### src/rtl/pwm_pkg.sv
// Shared constants and helpers for the PWM duty controller slice.
package pwm_pkg;

  localparam int PCT_MAX = 100;
  localparam int DUTY_W  = 7;

  // Clock divider that maps one PWM period onto 100 duty steps; never below 1.
  function automatic int calc_div(input int clk_freq, input int pwm_freq);
    int div;
    div = clk_freq / (pwm_freq * PCT_MAX);
    return (div < 1) ? 1 : div;
  endfunction

endpackage

### src/rtl/pwm_tick_gen.sv
// Prescaler plus 0..99 step counter; wrap marks the last step of a PWM period.
module pwm_tick_gen
  import pwm_pkg::*;
#(
  parameter int DIV = 1
) (
  input  logic              clk,
  input  logic              rst,
  output logic              tick,
  output logic [DUTY_W-1:0] step_cnt,
  output logic              wrap
);

  localparam int PW = (DIV > 1) ? $clog2(DIV) : 1;

  logic [PW-1:0]     presc_q, presc_d;
  logic [DUTY_W-1:0] step_q, step_d;

  always_comb begin
    tick    = (presc_q == PW'(DIV - 1));
    wrap    = tick && (step_q == DUTY_W'(PCT_MAX - 1));
    presc_d = tick ? '0 : presc_q + PW'(1);
    step_d  = step_q;
    if (tick) begin
      step_d = wrap ? '0 : step_q + DUTY_W'(1);
    end
  end

  always_ff @(posedge clk or posedge rst) begin
    if (rst) begin
      presc_q <= '0;
      step_q  <= '0;
    end else begin
      presc_q <= presc_d;
      step_q  <= step_d;
    end
  end

  assign step_cnt = step_q;

endmodule

### src/rtl/pwm_duty_ctrl.sv
// Button-stepped duty request, period-boundary shadow load and registered PWM output.
module pwm_duty_ctrl
  import pwm_pkg::*;
#(
  parameter int CLK_FREQ  = 50_000_000,
  parameter int PWM_FREQ  = 1_000,
  parameter int STEP      = 10,
  parameter int DUTY_INIT = 50
) (
  input  logic              clk,
  input  logic              rst,
  input  logic              inc_pulse,
  input  logic              dec_pulse,
  output logic              pwm_out,
  output logic [DUTY_W-1:0] duty_req,
  output logic [DUTY_W-1:0] duty_active,
  output logic              period_start
);

  localparam int DIV = calc_div(CLK_FREQ, PWM_FREQ);

  logic              tick, wrap;
  logic [DUTY_W-1:0] step_cnt;

  logic [DUTY_W-1:0] duty_req_q, duty_req_d;
  logic [DUTY_W-1:0] duty_active_q, duty_active_d;
  logic              pwm_q, pwm_d;
  logic              wrap_dly_q, wrap_dly_d;
  logic              period_start_q, period_start_d;
  logic [7:0]        sum;

  pwm_tick_gen #(.DIV(DIV)) u_tick_gen (
    .clk      (clk),
    .rst      (rst),
    .tick     (tick),
    .step_cnt (step_cnt),
    .wrap     (wrap)
  );

  // Saturating request update; the shadow copies the pre-update request at the boundary.
  always_comb begin
    sum        = {1'b0, duty_req_q} + 8'(STEP);
    duty_req_d = duty_req_q;
    if (inc_pulse && !dec_pulse) begin
      duty_req_d = (sum > 8'(PCT_MAX)) ? DUTY_W'(PCT_MAX) : sum[DUTY_W-1:0];
    end else if (dec_pulse && !inc_pulse) begin
      duty_req_d = (duty_req_q < DUTY_W'(STEP)) ? '0 : duty_req_q - DUTY_W'(STEP);
    end

    duty_active_d = duty_active_q;
    if (tick && (step_cnt == DUTY_W'(PCT_MAX - 1))) begin
      duty_active_d = duty_req_q;
    end

    pwm_d          = (step_cnt < duty_active_q);
    wrap_dly_d     = wrap;
    // Delayed twice so the pulse lines up with the first pwm_out cycle of the period.
    period_start_d = wrap_dly_q;
  end

  always_ff @(posedge clk or posedge rst) begin
    if (rst) begin
      duty_req_q     <= DUTY_W'(DUTY_INIT);
      duty_active_q  <= DUTY_W'(DUTY_INIT);
      pwm_q          <= 1'b0;
      wrap_dly_q     <= 1'b0;
      period_start_q <= 1'b0;
    end else begin
      duty_req_q     <= duty_req_d;
      duty_active_q  <= duty_active_d;
      pwm_q          <= pwm_d;
      wrap_dly_q     <= wrap_dly_d;
      period_start_q <= period_start_d;
    end
  end

  assign pwm_out      = pwm_q;
  assign duty_req     = duty_req_q;
  assign duty_active  = duty_active_q;
  assign period_start = period_start_q;

endmodule

### config.mk
export PLATFORM = sky130hd
export DESIGN_NAME = pwm_duty_ctrl
export DESIGN_NICKNAME = d
export VERILOG_FILES = /design/src/rtl/pwm_pkg.sv /design/src/rtl/pwm_tick_gen.sv /design/src/rtl/pwm_duty_ctrl.sv
export SDC_FILE = /design/constraint.sdc
export NUM_CORES = 1
export LEC_CHECK = 0
export BUFFER_PORTS_ARGS = -buffer_cell sky130_fd_sc_hd__buf_4
export CORE_MARGIN = 3
export CORE_UTILIZATION = 58
export DETAILED_ROUTE_END_ITERATION = 8
export PLACE_DENSITY = 0.79
export RECOVER_POWER = 25
export SKIP_CTS_REPAIR_TIMING = 1
export SLEW_MARGIN = 20
export SYNTH_ARGS = -nofsm -noshare
export SYNTH_HDL_FRONTEND = slang
export SYNTH_SLANG_ARGS = --single-unit
### constraint.sdc
create_clock -name clk -period 2.45 [get_ports clk]
set_input_delay 0.49 -clock clk [delete_from_list [all_inputs] [get_ports clk]]
set_output_delay 0.49 -clock clk [all_outputs]
set_load 0.05 [all_outputs]
==> results.tsv <==
stage	metric	value	unit
timing	# setup viols final	0	
power	part of the power in the clock network	22.5	%
placement	port bufs	17	
yosys	list of most frequent post-synthesis cells	dfrtp_1 (25), nand2_1 (19), inv_1 (15), nor2_1 (13), ha_1 (11)	
worst_setup_path	CP Launch Type	flop	
routing	DR DRC count	0	
yosys	sequential fraction of the synthesis area	41.5	%
worst_setup_path	Bufs and invs on worst path	1	
clock_network	Clock Tree Buf Depth	2	
power	PD cells	902	mW/mm^2
grt	GRT Util Overall	21.5	%
timing	Worst-Margin Slew	1650	ps
worst_setup_path	Reg2Reg Depth	7	
yosys	EDFF count, synth	0	
yosys	area share of the leading cell type in the synthesized netlist	33.2	%
grt	antenna violations before repair	0	
yosys	count of warnings emitted by yosys	0	
routing	vias per std cell	5.81	
yosys	count leader, synth	dfrtp_1	
timing	highest clock rate	0.449	GHz
worst_setup_path	WS Path Type	reg2reg	
worst_setup_path	reg2reg setup slack	220	ps
cells_and_area	Filler cells	264	
outcome	failing checks	capacitance limit, slew limit	
floorplan	die area	0.00397	sq mm
yosys	Async S/R FF share, synth	100	%
run	Max Cap Viol	1	
clock_network	TritonCTS Buffers	5	
timing	slew margin rel.	-9.84	%
routing	1st-iter DRT viols	134	
power	power share of the sequential group	37.7	%
yosys	largest cells by area after synthesis	dfrtp_1 (33%), dfstp_2 (8.4%), ha_1 (7.3%)	
clock_network	CTS clock-pin slew for the worst setup and hold paths	100	ps
clock_network	Root Buffer	clkbuf_4	
worst_setup_path	critical path capture point type	flop	
timing	fin crit period	2230	ps
hold_path	Min-Delay Path Class	reg2reg	
floorplan	Die Wd	63.0	um
worst_setup_path	largest stage delay on the critical path	660	ps
routing	via count	1511	
worst_setup_path	CP cell instances	inv_1, ha_1, a21oi_1, a31oi_2, o221a_2, o21ai_1, or3_1	
yosys	area leader, netlist	dfrtp_1	
hold_path	hold path endpoint	period_start$_DFF_PP0_	
grt	GRT Residual Overflow	0	
timing	unrepaired setup endpoints after global routing	false	
worst_setup_path	critical path's top delay family	flip-flops	
worst_setup_path	slowest CP cell	dfstp_2	
floorplan	I/O pin cnt	20	
cells_and_area	Total Nets Final	230	
worst_setup_path	CP Max Fanout	10	
yosys	Synth Flop Type	dfrtp_1	
cells_and_area	layout cells sized above 1	22.2	%
hold_path	hold_sp	period_start_d$_DFF_PP0_	
worst_setup_path	Data arrival, critical path	2450	ps
placement	RePlAce Congestion	0.929	
power	cell-internal power	1.08	mW
clock_network	TritonCTS clock tree	yes	
cells_and_area	antenna cells	0	
timing	Final Cycle Share	91.0	%
yosys	Syn Area/Cell	9.48	sq um
timing	Final Max Slew Viols	32	
power	Switching Power	0.814	mW
grt	vias in the first global route	1422	
yosys	#FFs+latches synth	31	
power	switch share	43.0	%
cells_and_area	Syn-to-layout area delta	11.1	%
power	Combinational Power Share	39.9	%
floorplan	Die Span Y	63.0	um
worst_setup_path	FF-to-FF End	duty_req[3]$_DFFE_PP0P_	
routing	WL per Instance	14.7	um
grt	first-pass GRT wire length	6.75	mm
placement	Detail Placement HPWL	2.78	mm
routing	final WL	3.83	mm
timing	Final Hold Fails	0	
floorplan	row cnt	20	
floorplan	core region area	0.00308	sq mm
outcome	status	complete, but fails checks	
clock_network	clk_lat worst skew	330	ps
routing	drt first pass iters	4	
hold_path	hold depth	0	
power	Max rail drop VDD	0.000816	V
yosys	post-synth cell types	54	
worst_setup_path	Req. time, crit path	2670	ps
clock_network	H-tree Lvls	2	
floorplan	Initial Util	61.3	%
grt	largest net degree at the start of global routing	32	
worst_setup_path	Critical R2R Launch	duty_req[1]$_DFFE_PP1P_	
clock_network	clk sinks	31	
power	Total Power	1.89	mW
routing	Routed Antenna Nets	0	
timing	Setup Skew	7.44	ps
yosys	Post-Synthesis Cells	199	
power	Lkg Pwr	0.916	nW
timing	Sum Neg Setup Slack	0	ps
yosys	Netlist Area Pre-Place	0.00189	sq mm
## worst max path at each step
stage | start | end | slack [ps] | depth (start not counted)
floorplan | duty_req[1]$_DFFE_PP1P_ | duty_req[3]$_DFFE_PP0P_ | 120 | 8
detailed placement | duty_req[1]$_DFFE_PP1P_ | duty_req[3]$_DFFE_PP0P_ | 260 | 7
CTS | duty_req[1]$_DFFE_PP1P_ | duty_req[3]$_DFFE_PP0P_ | 240 | 7
global placement | duty_req[1]$_DFFE_PP1P_ | duty_req[3]$_DFFE_PP0P_ | 320 | 7
finish | duty_req[1]$_DFFE_PP1P_ | duty_req[3]$_DFFE_PP0P_ | 220 | 7
global route | duty_req[1]$_DFFE_PP1P_ | duty_req[3]$_DFFE_PP0P_ | 80 | 7
## power by group through the flow
stage | Combinational [mW] | Sequential, mW | Clock, mW
2_1_floorplan | 0.489 | 0.800 | 0
3_3_place_gp | 0.740 | 0.709 | 0
3_5_place_dp | 0.747 | 0.717 | 0
4_1_cts | 0.749 | 0.706 | 0.433
5_1_grt | 0.814 | 0.725 | 0.459
6_report | 0.754 | 0.712 | 0.425
## cell families (layout without fill, tap and decap cells)
| logic type | count (synthesis) | in the layout | share of synthesized area (%) |
|---|---|---|---|
| muxes | 3 | 3 | 1.66 |
| and+or+nand+nor | 70 | 70 | 21.1 |
| AOI/OAI and AO/OA | 47 | 47 | 17.2 |
| other | 1 | 2 | 0.199 |
| adders and majority gates | 11 | 11 | 7.29 |
| DFF | 31 | 31 | 41.5 |
| xor gates and xnor gates | 8 | 8 | 3.71 |
| buffers and inverters | 28 | 44 | 7.29 |
## final cells by class
class	count	area, sq um	share of cell area, %
tap	44	55.1	2.63
clock inverter	2	35.0	1.67
sequential	31	783	37.4
multi-input combinational	141	970	46.2
inverter	17	63.8	3.04
clock buffer	6	51.3	2.45
timing repair buffer	19	139	6.62
## state kept, by name, indices dropped and copies added (netlist names)
register / cells
u_tick_gen.presc_q: 9
duty_active: 6
pwm_out: 1
u_tick_gen.step_cnt: 7
duty_req: 6
period_start: 1
period_start_d: 1
## stage by stage
step                std cells  hold slack (ps)  utilization, %  setup slack, ps  instance area, sq um
detailed placement        252              335            65.4              255                  2010
global route              260              381            68.1             82.6                  2100
finish                    260              356            68.1              220                  2100
floorplan                 200              331               -              122                  1890
CTS                       260              229            68.3              240                  2100
global placement          252              333            65.4              324                  2010
## routing by layer
metal | global-route usage (%) | routed length [um] | part of all wire, %
met1 | 26.4 | 1650 | 43
met2 | 36.4 | 1980 | 52
met3 | 3.60 | 139 | 3.6
met4 | 10.7 | 60 | 1.6
met5 | 0 | 0 | 0
## layout by cell type, fill, tap and decap left out, drive strengths merged, types with 3 or more instances in the layout
cell,synthesis,final
nor2b,4,4
nor4,3,3
a31oi,3,3
o21a,4,4
buf,8,17
nand3,8,8
ha,11,11
clkbuf,3,8
nand4,5,5
o21ai,18,18
nand2,19,19
inv,17,17
nor2,14,14
dfrtp,25,25
nor3,3,3
xor2,3,3
dfstp,6,6
a21oi,9,9
xnor2,5,5
Power figures use the tool's default switching activity.
